===== src/rtl/dca_tensor_vector_adder_if.sv =====
// dca_tensor_vector_adder_if: operand/result bundle between tensor fetch, the lane adder and writeback
interface dca_tensor_vector_adder_if #(
   parameter int NUM_LANE = 4,
   parameter int BW_DATA  = 16
);
   logic                         enable;
   logic                         in_valid;
   logic [1:0]                   in_mode;
   logic                         in_last;
   logic [NUM_LANE*BW_DATA-1:0]  in_input0;
   logic [NUM_LANE*BW_DATA-1:0]  in_input1;
   logic                         out_valid;
   logic                         out_last;
   logic [NUM_LANE*BW_DATA-1:0]  out_result;
   logic [NUM_LANE-1:0]          out_overflow;
   modport master (
      output enable, in_valid, in_mode, in_last, in_input0, in_input1,
      input  out_valid, out_last, out_result, out_overflow
   );
   modport slave (
      input  enable, in_valid, in_mode, in_last, in_input0, in_input1,
      output out_valid, out_last, out_result, out_overflow
   );
endinterface


===== src/rtl/dca_tensor_vector_adder.sv =====
// dca_tensor_vector_adder: multi-lane signed add/sub with burst accumulate, optional saturation, fixed-depth pipeline
module dca_tensor_vector_adder #(
   parameter int NUM_LANE   = 4,
   parameter int BW_DATA    = 16,
   parameter int PIPE_DEPTH = 2,
   parameter int SATURATE   = 1
) (
   input  logic                     clk,
   input  logic                     rst,
   dca_tensor_vector_adder_if.slave bus
);
   localparam int W  = BW_DATA + 2;
   localparam int LW = NUM_LANE * BW_DATA;

   if (PIPE_DEPTH < 1 || PIPE_DEPTH > 4) begin : g_bad_depth
      $error("dca_tensor_vector_adder: PIPE_DEPTH must lie in 1..4");
   end

   typedef enum logic {S_IDLE, S_ACCUM} state_t;

   state_t               r_state;
   logic [LW-1:0]        r_acc;
   logic [NUM_LANE-1:0]  r_sticky;
   logic                 r_vld [PIPE_DEPTH];
   logic                 r_lst [PIPE_DEPTH];
   logic [LW-1:0]        r_res [PIPE_DEPTH];
   logic [NUM_LANE-1:0]  r_ovf [PIPE_DEPTH];

   logic                 w_accept;
   logic                 w_acc_mode;
   logic                 w_sub;
   logic                 w_use_acc;
   logic [LW-1:0]        w_clip;
   logic [NUM_LANE-1:0]  w_ovf;
   logic [NUM_LANE-1:0]  w_flag;

   assign w_accept   = bus.enable & bus.in_valid;
   assign w_acc_mode = bus.in_mode[1];
   assign w_sub      = bus.in_mode[0];
   // acc only contributes while a burst is open; IDLE behaves as a zero accumulator
   assign w_use_acc  = w_acc_mode && r_state == S_ACCUM;
   assign w_flag     = w_ovf | (w_use_acc ? r_sticky : '0);

   for (genvar i = 0; i < NUM_LANE; i++) begin : g_lane
      logic [BW_DATA-1:0] w_ai, w_bi, w_ci;
      logic [W-1:0]       w_b, w_sum;
      assign w_ai = bus.in_input0[i*BW_DATA +: BW_DATA];
      assign w_bi = bus.in_input1[i*BW_DATA +: BW_DATA];
      assign w_ci = r_acc[i*BW_DATA +: BW_DATA];
      // subtraction as A + ~B + 1 at the widened width so the carry-in closes the two's complement
      assign w_b   = {{2{w_bi[BW_DATA-1]}}, w_bi} ^ {W{w_sub}};
      assign w_sum = (w_use_acc ? {{2{w_ci[BW_DATA-1]}}, w_ci} : {W{1'b0}})
                   + {{2{w_ai[BW_DATA-1]}}, w_ai} + w_b + W'(w_sub);
      // out of range exactly when the bits above the result sign disagree with it
      assign w_ovf[i] = w_sum[W-1:BW_DATA-1] != {3{w_sum[W-1]}};
      assign w_clip[i*BW_DATA +: BW_DATA] = (w_ovf[i] && SATURATE != 0)
         ? (w_sum[W-1] ? {1'b1, {(BW_DATA-1){1'b0}}} : {1'b0, {(BW_DATA-1){1'b1}}})
         : w_sum[BW_DATA-1:0];
   end

   // burst accumulator FSM: opens on a non-last ACC beat, closes and clears on a last ACC beat
   always_ff @(posedge clk or posedge rst) begin
      if (rst) begin
         r_state  <= S_IDLE;
         r_acc    <= '0;
         r_sticky <= '0;
      end else if (w_accept && w_acc_mode) begin
         r_state  <= bus.in_last ? S_IDLE : S_ACCUM;
         r_acc    <= bus.in_last ? '0 : w_clip;
         r_sticky <= bus.in_last ? '0 : w_flag;
      end
   end

   // stage 1 captures the lane results; later stages are a plain delay line
   always_ff @(posedge clk or posedge rst) begin
      if (rst) begin
         for (int k = 0; k < PIPE_DEPTH; k++) begin
            r_vld[k] <= 1'b0;
            r_lst[k] <= 1'b0;
            r_res[k] <= '0;
            r_ovf[k] <= '0;
         end
      end else if (bus.enable) begin
         r_vld[0] <= bus.in_valid && (!w_acc_mode || bus.in_last);
         r_lst[0] <= bus.in_valid && w_acc_mode && bus.in_last;
         r_res[0] <= w_clip;
         r_ovf[0] <= w_flag;
         for (int k = 1; k < PIPE_DEPTH; k++) begin
            r_vld[k] <= r_vld[k-1];
            r_lst[k] <= r_lst[k-1];
            r_res[k] <= r_res[k-1];
            r_ovf[k] <= r_ovf[k-1];
         end
      end
   end

   assign bus.out_valid    = r_vld[PIPE_DEPTH-1];
   assign bus.out_last     = r_lst[PIPE_DEPTH-1];
   assign bus.out_result   = r_res[PIPE_DEPTH-1];
   assign bus.out_overflow = r_ovf[PIPE_DEPTH-1];
endmodule

===== src/flat_wrapper.sv =====
// flat-port wrapper written by rule: the top's interface ports become plain ports
module dca_tensor_vector_adder_flat 
#(
   parameter int NUM_LANE   = 4,
   parameter int BW_DATA    = 16,
   parameter int PIPE_DEPTH = 2,
   parameter int SATURATE   = 1
)
  (clk, rst, bus_enable, bus_in_valid, bus_in_mode, bus_in_last, bus_in_input0, bus_in_input1, bus_out_valid, bus_out_last, bus_out_result, bus_out_overflow);
  dca_tensor_vector_adder_if #(.NUM_LANE(NUM_LANE), .BW_DATA(BW_DATA)) bus_i ();
  input  logic clk;
  input  logic rst;
  input wire logic [$bits(bus_i.enable)-1:0] bus_enable;
  input wire logic [$bits(bus_i.in_valid)-1:0] bus_in_valid;
  input wire logic [$bits(bus_i.in_mode)-1:0] bus_in_mode;
  input wire logic [$bits(bus_i.in_last)-1:0] bus_in_last;
  input wire logic [$bits(bus_i.in_input0)-1:0] bus_in_input0;
  input wire logic [$bits(bus_i.in_input1)-1:0] bus_in_input1;
  output wire logic [$bits(bus_i.out_valid)-1:0] bus_out_valid;
  output wire logic [$bits(bus_i.out_last)-1:0] bus_out_last;
  output wire logic [$bits(bus_i.out_result)-1:0] bus_out_result;
  output wire logic [$bits(bus_i.out_overflow)-1:0] bus_out_overflow;
  assign bus_i.enable = bus_enable;
  assign bus_i.in_valid = bus_in_valid;
  assign bus_i.in_mode = bus_in_mode;
  assign bus_i.in_last = bus_in_last;
  assign bus_i.in_input0 = bus_in_input0;
  assign bus_i.in_input1 = bus_in_input1;
  assign bus_out_valid = bus_i.out_valid;
  assign bus_out_last = bus_i.out_last;
  assign bus_out_result = bus_i.out_result;
  assign bus_out_overflow = bus_i.out_overflow;
  dca_tensor_vector_adder #(.NUM_LANE(NUM_LANE), .BW_DATA(BW_DATA), .PIPE_DEPTH(PIPE_DEPTH), .SATURATE(SATURATE)) u_core (.clk(clk), .rst(rst), .bus(bus_i));
endmodule

===== config.mk =====
export PLATFORM = sky130hd
export DESIGN_NAME = dca_tensor_vector_adder_flat
export DESIGN_NICKNAME = d
export VERILOG_FILES = /design/src/rtl/dca_tensor_vector_adder_if.sv /design/src/rtl/dca_tensor_vector_adder.sv /design/src/flat_wrapper.sv
export SDC_FILE = /design/constraint.sdc
export NUM_CORES = 1
export LEC_CHECK = 0
export CAP_MARGIN = 10
export CORE_ASPECT_RATIO = 0.6
export CORE_MARGIN = 5
export CORE_UTILIZATION = 60
export CTS_BUF_LIST = sky130_fd_sc_hd__clkbuf_4 sky130_fd_sc_hd__clkbuf_8
export DETAILED_ROUTE_END_ITERATION = 12
export PLACE_DENSITY = 0.9
export RECOVER_POWER = 50
export SYNTH_ARGS = -nofsm -noshare
export SYNTH_HDL_FRONTEND = slang
export SYNTH_SLANG_ARGS = --single-unit

===== constraint.sdc =====
create_clock -name clk -period 21.4 [get_ports clk]
set_clock_uncertainty 0.15 [all_clocks]
set_input_delay 4.28 -clock clk [delete_from_list [all_inputs] [get_ports clk]]
set_output_delay 4.28 -clock clk [all_outputs]
set_load 0.01 [all_outputs]

# Word level (Yosys, flattened, before mapping)
# Cells that the tools add are included.
# totals
output_inout_bits	70
register_bits	209
# op_classes
n_eq_ne	4
n_mux	16
reduce_logical	7
bitwise_logic	6
n_addsub	12
# op_table
cell	count
18-bit adder	8
16-bit two-way mux	8
18-bit by 1-bit adder with 18-bit output	4
18-bit two-way mux	4
18-bit bitwise XOR	4
64-bit two-way mux	1
4-bit two-way mux	2
2-bit inequality test	4
1-bit logical AND	5
4-bit OR	1
1-bit bitwise AND	1
1-bit logical NOT	1
1-bit logical OR	1
1-bit two-way mux	1

# Depth between registers and ports, before layout
# Gate-level depths: netlist of the first run.
# depth
depth_word	8
depth_mapped	18
ltp_nobuf	14

# Worst setup path before layout of the first run
# Ideal clock, no wire load.
# synth_timing
kind	input to register
start	input port bus_in_mode[0]
end	register u_core.r_res[115] (netlist bit)
t_arrival_ns	8.208
stages	16
n_path_buf	3
required_ns	21.125
setup_time_ns	0.125
slack_ns	12.918
cell_sequence	clkbuf_1 > clkbuf_1 > xnor2_1 > fa_1 > inv_1 > fa_1 > a211oi_1 > nor2_1 > o31ai_1 > nand2_1 > a31oi_2 > o21ai_0 > mux2_2 > buf_2 > a21boi_0 > mux2_2
# synth_between
elab_chain_len	5
# synth_lines
item	line	text
start, declared	flat_wrapper.sv:15	input wire logic [$bits(bus_i.in_mode)-1:0] bus_in_mode;
18-bit bitwise XOR	dca_tensor_vector_adder.sv:51	assign w_b = {{2{w_bi[BW_DATA-1]}}, w_bi} ^ {W{w_sub}};
18-bit adder	dca_tensor_vector_adder.sv:53	+ {{2{w_ai[BW_DATA-1]}}, w_ai} + w_b + W'(w_sub);
18-bit by 1-bit adder with 18-bit output *	dca_tensor_vector_adder.sv:53	
2-bit inequality test or 16-bit two-way mux (tied branches)	dca_tensor_vector_adder.sv:55, dca_tensor_vector_adder.sv:57	
16-bit two-way mux *	dca_tensor_vector_adder.sv:57	? (w_sum[W-1] ? {1'b1, {(BW_DATA-1){1'b0}}} : {1'b0, {(BW_DATA-1){1'b1}}})
end signal, assigned by index	dca_tensor_vector_adder.sv:91	r_res[k] <= r_res[k-1];
end, declared	dca_tensor_vector_adder.sv:26	logic [LW-1:0] r_res [PIPE_DEPTH];
# Every way passes the cells marked *; elsewhere a longest branch is shown, timed or not.
# A chain may end at the register's enable or synchronous reset.

# Final worst setup path of the first run
# layout_timing
start	input port bus_in_mode[1]
end	register u_core.r_res[124] (netlist bit)
# layout_between
elab_chain_len	7
# layout_lines
item	line	text
1-bit logical AND *	dca_tensor_vector_adder.sv:41	assign w_use_acc = w_acc_mode && r_state == S_ACCUM;
18-bit two-way mux *	dca_tensor_vector_adder.sv:52	assign w_sum = (w_use_acc ? {{2{w_ci[BW_DATA-1]}}, w_ci} : {W{1'b0}})
18-bit adder * (2 in a row)	dca_tensor_vector_adder.sv:53	
18-bit by 1-bit adder with 18-bit output *	dca_tensor_vector_adder.sv:53	
2-bit inequality test or 16-bit two-way mux (tied branches)	dca_tensor_vector_adder.sv:55, dca_tensor_vector_adder.sv:57	
16-bit two-way mux *	dca_tensor_vector_adder.sv:57	
# Marked as above.

==> results.cfg, run 1 <==
[run_status]
outcome = complete, but fails checks
violations = capacitance limit, slew limit

[setup_path]
worst-path-stages = 17
crit_buf_inv = 4
cpPeakStageDelay_ns = 1.67
crit_fanout = 50
ff2ff_path_depth = 13
cpLargestDelayFamily = buffers and inverters
cp.required_ns = 21.73
critPathLaunchType = input port
cp_slowest_cell = clkbuf_1
crit_chain = dlygate4sd3_1 > clkbuf_1 > and2_1 > buf_4 > nand2_1 > fa_1 > inv_1 > fa_1 > a211oi_1 > nor2_1 > o31ai_1 > nand2_1 > a31oi_2 > a21boi_0 > nor2_1 > a21boi_0 > mux2_2
cp.arrival_ns = 11.13
end_kind = flip-flop
critical_path_class = in -> reg

[synthesis]
synth_seq_cells = 209
synth_flop_cell = dfrtp_1
yosysSeqAreaShare_pct = 34.9
synthArstFlopShare_pct = 100
ys_types = 71
synthesis.area_sq_um = 15000
synth_top_area_share_pct = 34.9
synth_edf_count = 0
yosys-top-cells-area = dfrtp_1, fa_1, mux2_2
syn_avg_cell_area_sq_um = 9.88
yosysTopAreaCell = dfrtp_1
yosysWarnings = 0
synth_fp_nets = 1785
synthCells = 1517

[cells_and_area]
nets = 1889
multi_input_area_sq_um = 8650
drive_above_1_share_pct = 10.8
nFillCells = 1832
area_growth_pct = 15.5
register_area_sq_um = 5230
stdcell_area_sq_um = 17300
diodes = 0

[detailed_routing]
post-route-drc-count = 0
wl_per_cell_microns = 19.7
drt_wl_total_microns = 38800
ant_nets = 0
vias = 11800
drt_iter0_markers = 897
viasPerCell = 6.00
firstDrtPassIters = 5

[pwr]
finalPower_w = 0.00209
peakVddDrop_v = 0.0000784
p_per_area_nw_per_um2 = 120
p_leak_nw = 7.88

[global_routing]
grt_pass1_vias = 12000
grt_usage_pct = 26.7
grt_start_max_net_pins = 140
grt_pass1_wl_microns = 62900
antenna_found_initial = 0
grt_remaining_overflow = 0

[floorplan]
ios = 205
die_x_microns = 214
initial_utilization_pct = 61.5
die_h_microns = 132
dieArea_sq_um = 28400
fp.coreArea_sq_um = 24400
num_rows = 44

[clock_tree]
clock-root-buffer = clkbuf_8
cts_hold_buf = 0
post_cts_buffers = 0
clockBufferDepth = 3
tritoncts = done
cts.clk_slew.worst_paths_ns = 0.07
cts_max_level = 1
numCtsBuffers = 30
clock_latency_ns = 0.60
cts.sinks = 209
cts_resized = 0

[placed_design]
place_congestion = 0.894
portBuffers = 204
place_area_sq_um = 16700
hpwl_microns = 27900

[timing]
timing.final.crit_period_ns = 10.80
finalMaxSlewViolations = 313
hold_viol = 0
relSlewSlack_pct = -311
post-route-period-util_pct = 50.5
fmax_ghz = 0.0926
tns_ns = 0
worst_pin_slew_ns = 6.12
finalSetupViolCount = 0
grt_setup_unrepaired = false

[hold_path]
hold_depth = 2
worst_hold_path_type = reg -> reg

[flow_run]
cap_violations = 4
## kinds of logic (layout without fill, tap and decap cells)
kind of cell,count (synthesis),in the layout,share of synthesized area [%]
AOI/OAI and AO/OA,399,399,18.1
xor gates and xnor gates,124,124,7.34
adders and majority gates,133,133,14.4
buffers and inverters,222,347,7.49
DFF,209,209,34.9
muxes,101,101,7.55
and+or+nand+nor,329,329,10.3
## per-layer routing
layer	wire, microns	vias to the layer above	track usage [%]
met3	3060	76	6.10
met4	1000	0	6.97
met1	18000	5709	39.2
li1	-	5501	-
met2	16700	504	40.6
met5	0	-	0
## synth_stat cells, drive strengths merged, types with 6 or more instances
cell type and n:
a211oi 22, a21boi 15, a21o 30, a21oi 91
a221o 11, a221oi 6, a22o 12, a31oi 10
and2 16, and3 52, buf 83, clkbuf 59
dfrtp 209, fa 65, ha 68, inv 79
mux2 94, mux2i 7, nand2 133, nand2b 6
nand3 17, nor2 62, nor2b 11, nor3 15
o211ai 40, o21ai 85, o21bai 10, o2bb2ai 23
o31ai 10, xnor2 50, xor2 74
## registers in the layout, summed over array words and instances (netlist names)
signal,cells
u_core.r_vld,1
u_core.r_sticky,4
u_core.r_lst,1
u_core.r_state,1
u_core.r_acc,64
u_core.r_ovf,4
u_core.bus.out_result,64
u_core.bus.out_valid,1
u_core.bus.out_last,1
u_core.bus.out_overflow,4
u_core.r_res,64
## stage by stage
step / cells / hold WS, ns / utilization (%) / setup WS (ns)
floorplan: 1517 / 0.290 / - / 11.26
finish: 1964 / 0.326 / 71.0 / 10.60
global placement: 1911 / 0.303 / 68.5 / 11.70
detailed placement: 1911 / 0.313 / 68.5 / 11.49
CTS: 1964 / 0.328 / 71.1 / 12.10
global route: 1964 / 0.353 / 71.0 / 10.14
## report_power, final
part / switching [W] / internal, W / total (W)
registers: 0.000104 / 0.000580 / 0.000684
clock network: 0.000162 / 0.000186 / 0.000348
logic: 0.000577 / 0.000478 / 0.00105
total: 0.000843 / 0.00124 / 0.00209
## cell usage in the layout (no fill, tap or decap), types with 11 or more instances in the layout
| cell | synthesis | layout |
|---|---|---|
| and3_1 | 52 | 52 |
| nor3_1 | 15 | 15 |
| dfrtp_1 | 209 | 209 |
| o21ai_0 | 80 | 80 |
| clkbuf_8 | 0 | 35 |
| fa_1 | 65 | 65 |
| nor2_1 | 62 | 61 |
| a221o_1 | 11 | 11 |
| nand3_1 | 17 | 16 |
| a21oi_1 | 89 | 89 |
| clkdlybuf4s50_1 | 0 | 138 |
| and2_1 | 15 | 15 |
| mux2_2 | 94 | 93 |
| a22o_1 | 12 | 12 |
| inv_1 | 79 | 78 |
| a211oi_1 | 22 | 22 |
| nand2_1 | 133 | 133 |
| xnor2_1 | 48 | 48 |
| a21boi_0 | 11 | 11 |
| a21o_1 | 30 | 30 |
| xor2_1 | 74 | 74 |
| ha_1 | 68 | 68 |
| dlygate4sd3_1 | 0 | 64 |
| o211ai_1 | 40 | 40 |
| nor2b_1 | 11 | 11 |
| o2bb2ai_1 | 23 | 23 |
## worst register-to-register path: stages, from the launching register on
cell and delay (ns):
dfrtp_1 0.34, buf_4 0.44, and3_1 0.25, fa_1 0.46, ha_1 0.32, a211oi_1 0.31, nor2_1 0.16, o41ai_2 0.45
o21ai_1 0.22, xor2_1 0.55, o21ai_2 0.22, mux2i_1 0.79, and2_1 0.45, a221o_1 0.17
## final cells by class
| class | instances | area share, % |
|---|---|---|
| Inverter | 80 | 1.74 |
| Clock inverter | 11 | 0.628 |
| Timing Repair Buffer | 214 | 12.1 |
| Multi-Input combinational cell | 1086 | 49.9 |
| Tap cell | 322 | 2.33 |
| Clock buffer | 42 | 3.08 |
| Sequential cell | 209 | 30.2 |
## path summary, 6_finish.rpt
check,from,end,slack (ns)
max,bus_in_mode[1],u_core.r_res[124],10.60
min,u_core.r_acc[48],u_core.r_acc[48],0.33
max reg2reg,u_core.r_state,u_core.r_acc[8],16.05
min reg2reg,u_core.r_acc[48],u_core.r_acc[48],0.33
max in group asynchronous,rst,u_core.bus.out_result[44],12.39
min in group asynchronous,rst,u_core.bus.out_result[9],5.91
(Power assumes the default switching activity.)
==> run 2, diff against run 1 <==
--- a/config.mk
+++ b/config.mk
@@ -8,10 +8,10 @@
 export CAP_MARGIN = 10
 export CORE_ASPECT_RATIO = 0.6
 export CORE_MARGIN = 5
-export CORE_UTILIZATION = 60
+export CORE_UTILIZATION = 52
 export CTS_BUF_LIST = sky130_fd_sc_hd__clkbuf_4 sky130_fd_sc_hd__clkbuf_8
 export DETAILED_ROUTE_END_ITERATION = 12
-export PLACE_DENSITY = 0.9
+export PLACE_DENSITY = 0.83
 export RECOVER_POWER = 50
 export SYNTH_ARGS = -nofsm -noshare
 export SYNTH_HDL_FRONTEND = slang
==> constraint.sdc (replaced) <==
create_clock -name clk -period 9.75 [get_ports clk]
set_clock_uncertainty 0.15 [all_clocks]
set_input_delay 1.95 -clock clk [delete_from_list [all_inputs] [get_ports clk]]
set_output_delay 1.95 -clock clk [all_outputs]
set_load 0.01 [all_outputs]
==> results.cfg, run 2 (synthesized netlist as in run 1, its figures left out) <==
[detailed_routing]
wl_per_cell_microns = 19.6
drt_wl_total_microns = 39600
post-route-drc-count = 0
vias = 11800
ant_nets = 0
drt_iter0_markers = 1163
firstDrtPassIters = 5
viasPerCell = 5.86

[run_status]
outcome = complete, but fails checks
violations = capacitance limit, slew limit

[pwr]
pwr-share-clk_pct = 16.4
finalPower_w = 0.00460
p_sw_share_pct = 40.3
p_leak_nw = 7.88
p_comb_share_pct = 50.7
switchingPower_w = 0.00185
p_int_w = 0.00275
p_per_area_nw_per_um2 = 264
peakVddDrop_v = 0.000153
sequentialPowerShare_pct = 32.9

[placed_design]
place_area_sq_um = 16800
portBuffers = 204
hpwl_microns = 28700
place_congestion = 0.930

[timing]
fmax_ghz = 0.137
hold_viol = 0
worst_pin_slew_ns = 5.50
grt_setup_unrepaired = false
timing.final.crit_period_ns = 7.31
finalMaxSlewViolations = 284
post-route-period-util_pct = 74.9
tns_ns = 0
relSlewSlack_pct = -267
finalSetupViolCount = 0

[clock_tree]
post_cts_buffers = 0
clock_latency_ns = 0.60
cts_hold_buf = 0
clockBufferDepth = 3
tritoncts = done
cts.clk_slew.worst_paths_ns = 0.07
clock-root-buffer = clkbuf_8
cts_resized = 0
cts.sinks = 209
numCtsBuffers = 31
cts_max_level = 1

[floorplan]
die_x_microns = 229
fp.coreArea_sq_um = 28600
dieArea_sq_um = 32400
num_rows = 48
initial_utilization_pct = 52.4
die_h_microns = 142
ios = 205

[setup_path]
rr_startpoint = u_core.r_state
crit_fanout = 23
cp.arrival_ns = 7.63
cp_slowest_cell = clkdlybuf4s50_1
regToRegEndpoint = u_core.r_res[118]
cpPeakStageDelay_ns = 1.10
ff2ff_path_depth = 16
cp.required_ns = 10.08
critPathLaunchType = input port
end_kind = flip-flop
crit_chain = clkdlybuf4s50_1 > and2_1 > buf_4 > nand2_1 > fa_1 > inv_1 > fa_1 > a211oi_1 > nor2_1 > o31ai_1 > nand2_1 > a31oi_2 > a21boi_0 > nor2_1 > a21boi_0 > mux2_2
rrSetupSlack_ns = 3.64
critical_path_class = in -> reg

[cells_and_area]
stdcell_area_sq_um = 17400
area_growth_pct = 16.1
drive_above_1_share_pct = 11.1
layout_commonest_cell = dfrtp_1
mostFrequentLayoutCells = dfrtp_1, clkdlybuf4s50_1, nand2_1
diodes = 0
nFillCells = 2439
nets = 1892

[hold_path]
whs_endpoint = u_core.r_acc[35]
hold_depth = 2
min_from = u_core.r_acc[35]
worst_hold_path_type = reg -> reg

[global_routing]
antenna_found_initial = 0
grt_remaining_overflow = 0
grt_usage_pct = 24.1
grt_pass1_wl_microns = 64300
grt_start_max_net_pins = 145
grt_pass1_vias = 12000

[flow_run]
cap_violations = 4
==> run 2: cell count changes in the layout (fill, tap and decap cells not counted), sizes merged <==
cell / previous run / this run
inv: 79 / 80
bufinv: 2 / 1
clkbuf: 46 / 49
clkdlybuf4s50: 138 / 171
clkinv: 9 / 6
dlygate4sd3: 64 / 31
buf: 8 / 11
==> run 2: metrics by stage <==
step / cells / setup slack [ns] / hold slack (ns) / utilization (%)
after global placement: 1966 / 2.21 / 0.305 / 58.7
after global routing: 2020 / 1.32 / 0.345 / 60.9
after floorplan: 1517 / 1.94 / 0.290 / -
final: 2020 / 2.44 / 0.321 / 60.9
after detailed placement: 1966 / 1.94 / 0.311 / 58.7
after CTS: 2020 / 2.56 / 0.326 / 60.9
==> run 2: how the worst max path moves through the flow <==
stage	start	end	slack [ns]	cells past startpoint
floorplan	rst	u_core.bus.out_last	1.94	1
global placement	bus_in_mode[1]	u_core.r_res[117]	2.21	16
detailed placement	bus_in_mode[1]	u_core.r_res[116]	1.94	16
CTS	bus_in_mode[1]	u_core.r_res[116]	2.56	16
global route	rst	u_core.r_acc[49]	1.32	2
finish	bus_in_mode[1]	u_core.r_res[118]	2.44	16
==> run 2: per-layer routing <==
| layer | vias up | GRT usage, % | share of wire, % |
|---|---|---|---|
| li1 | 5502 | - | - |
| met1 | 5817 | 35.7 | 47 |
| met2 | 454 | 36.6 | 43 |
| met3 | 71 | 5.18 | 7.0 |
| met4 | 0 | 5.75 | 2.4 |
| met5 | - | 0 | 0 |
==> run 2: cell type report <==
cell class / count / area [sq um] / share of cell area, %
inverter: 80 / 300 / 1.73
clock inverter: 8 / 73.8 / 0.424
timing repair buffer: 216 / 2120 / 12.2
clock buffer: 46 / 564 / 3.24
tap: 375 / 469 / 2.70
sequential: 209 / 5230 / 30.1
multi-input combinational: 1086 / 8650 / 49.7
==> run 2: worst max-delay path: cells and delay by family <==
kind,cells,cell delay [ns]
AND/OR/NAND/NOR,5,1.32
multiplexers,1,0.30
buffers and inverters,3,1.48
adder cells (fa/ha/maj),2,0.94
AO/OA/AOI/OAI,5,1.60
==> run 2: power by group through the flow <==
| stage | sequential [W] | combinational [W] | clock, W |
|---|---|---|---|
| 2_1_floorplan | 0.00142 | 0.00178 | 0 |
| 3_3_place_gp | 0.00151 | 0.00226 | 0 |
| 3_5_place_dp | 0.00152 | 0.00232 | 0 |
| 4_1_cts | 0.00151 | 0.00234 | 0.000772 |
| 5_1_grt | 0.00156 | 0.00257 | 0.000812 |
| 6_report | 0.00151 | 0.00233 | 0.000752 |
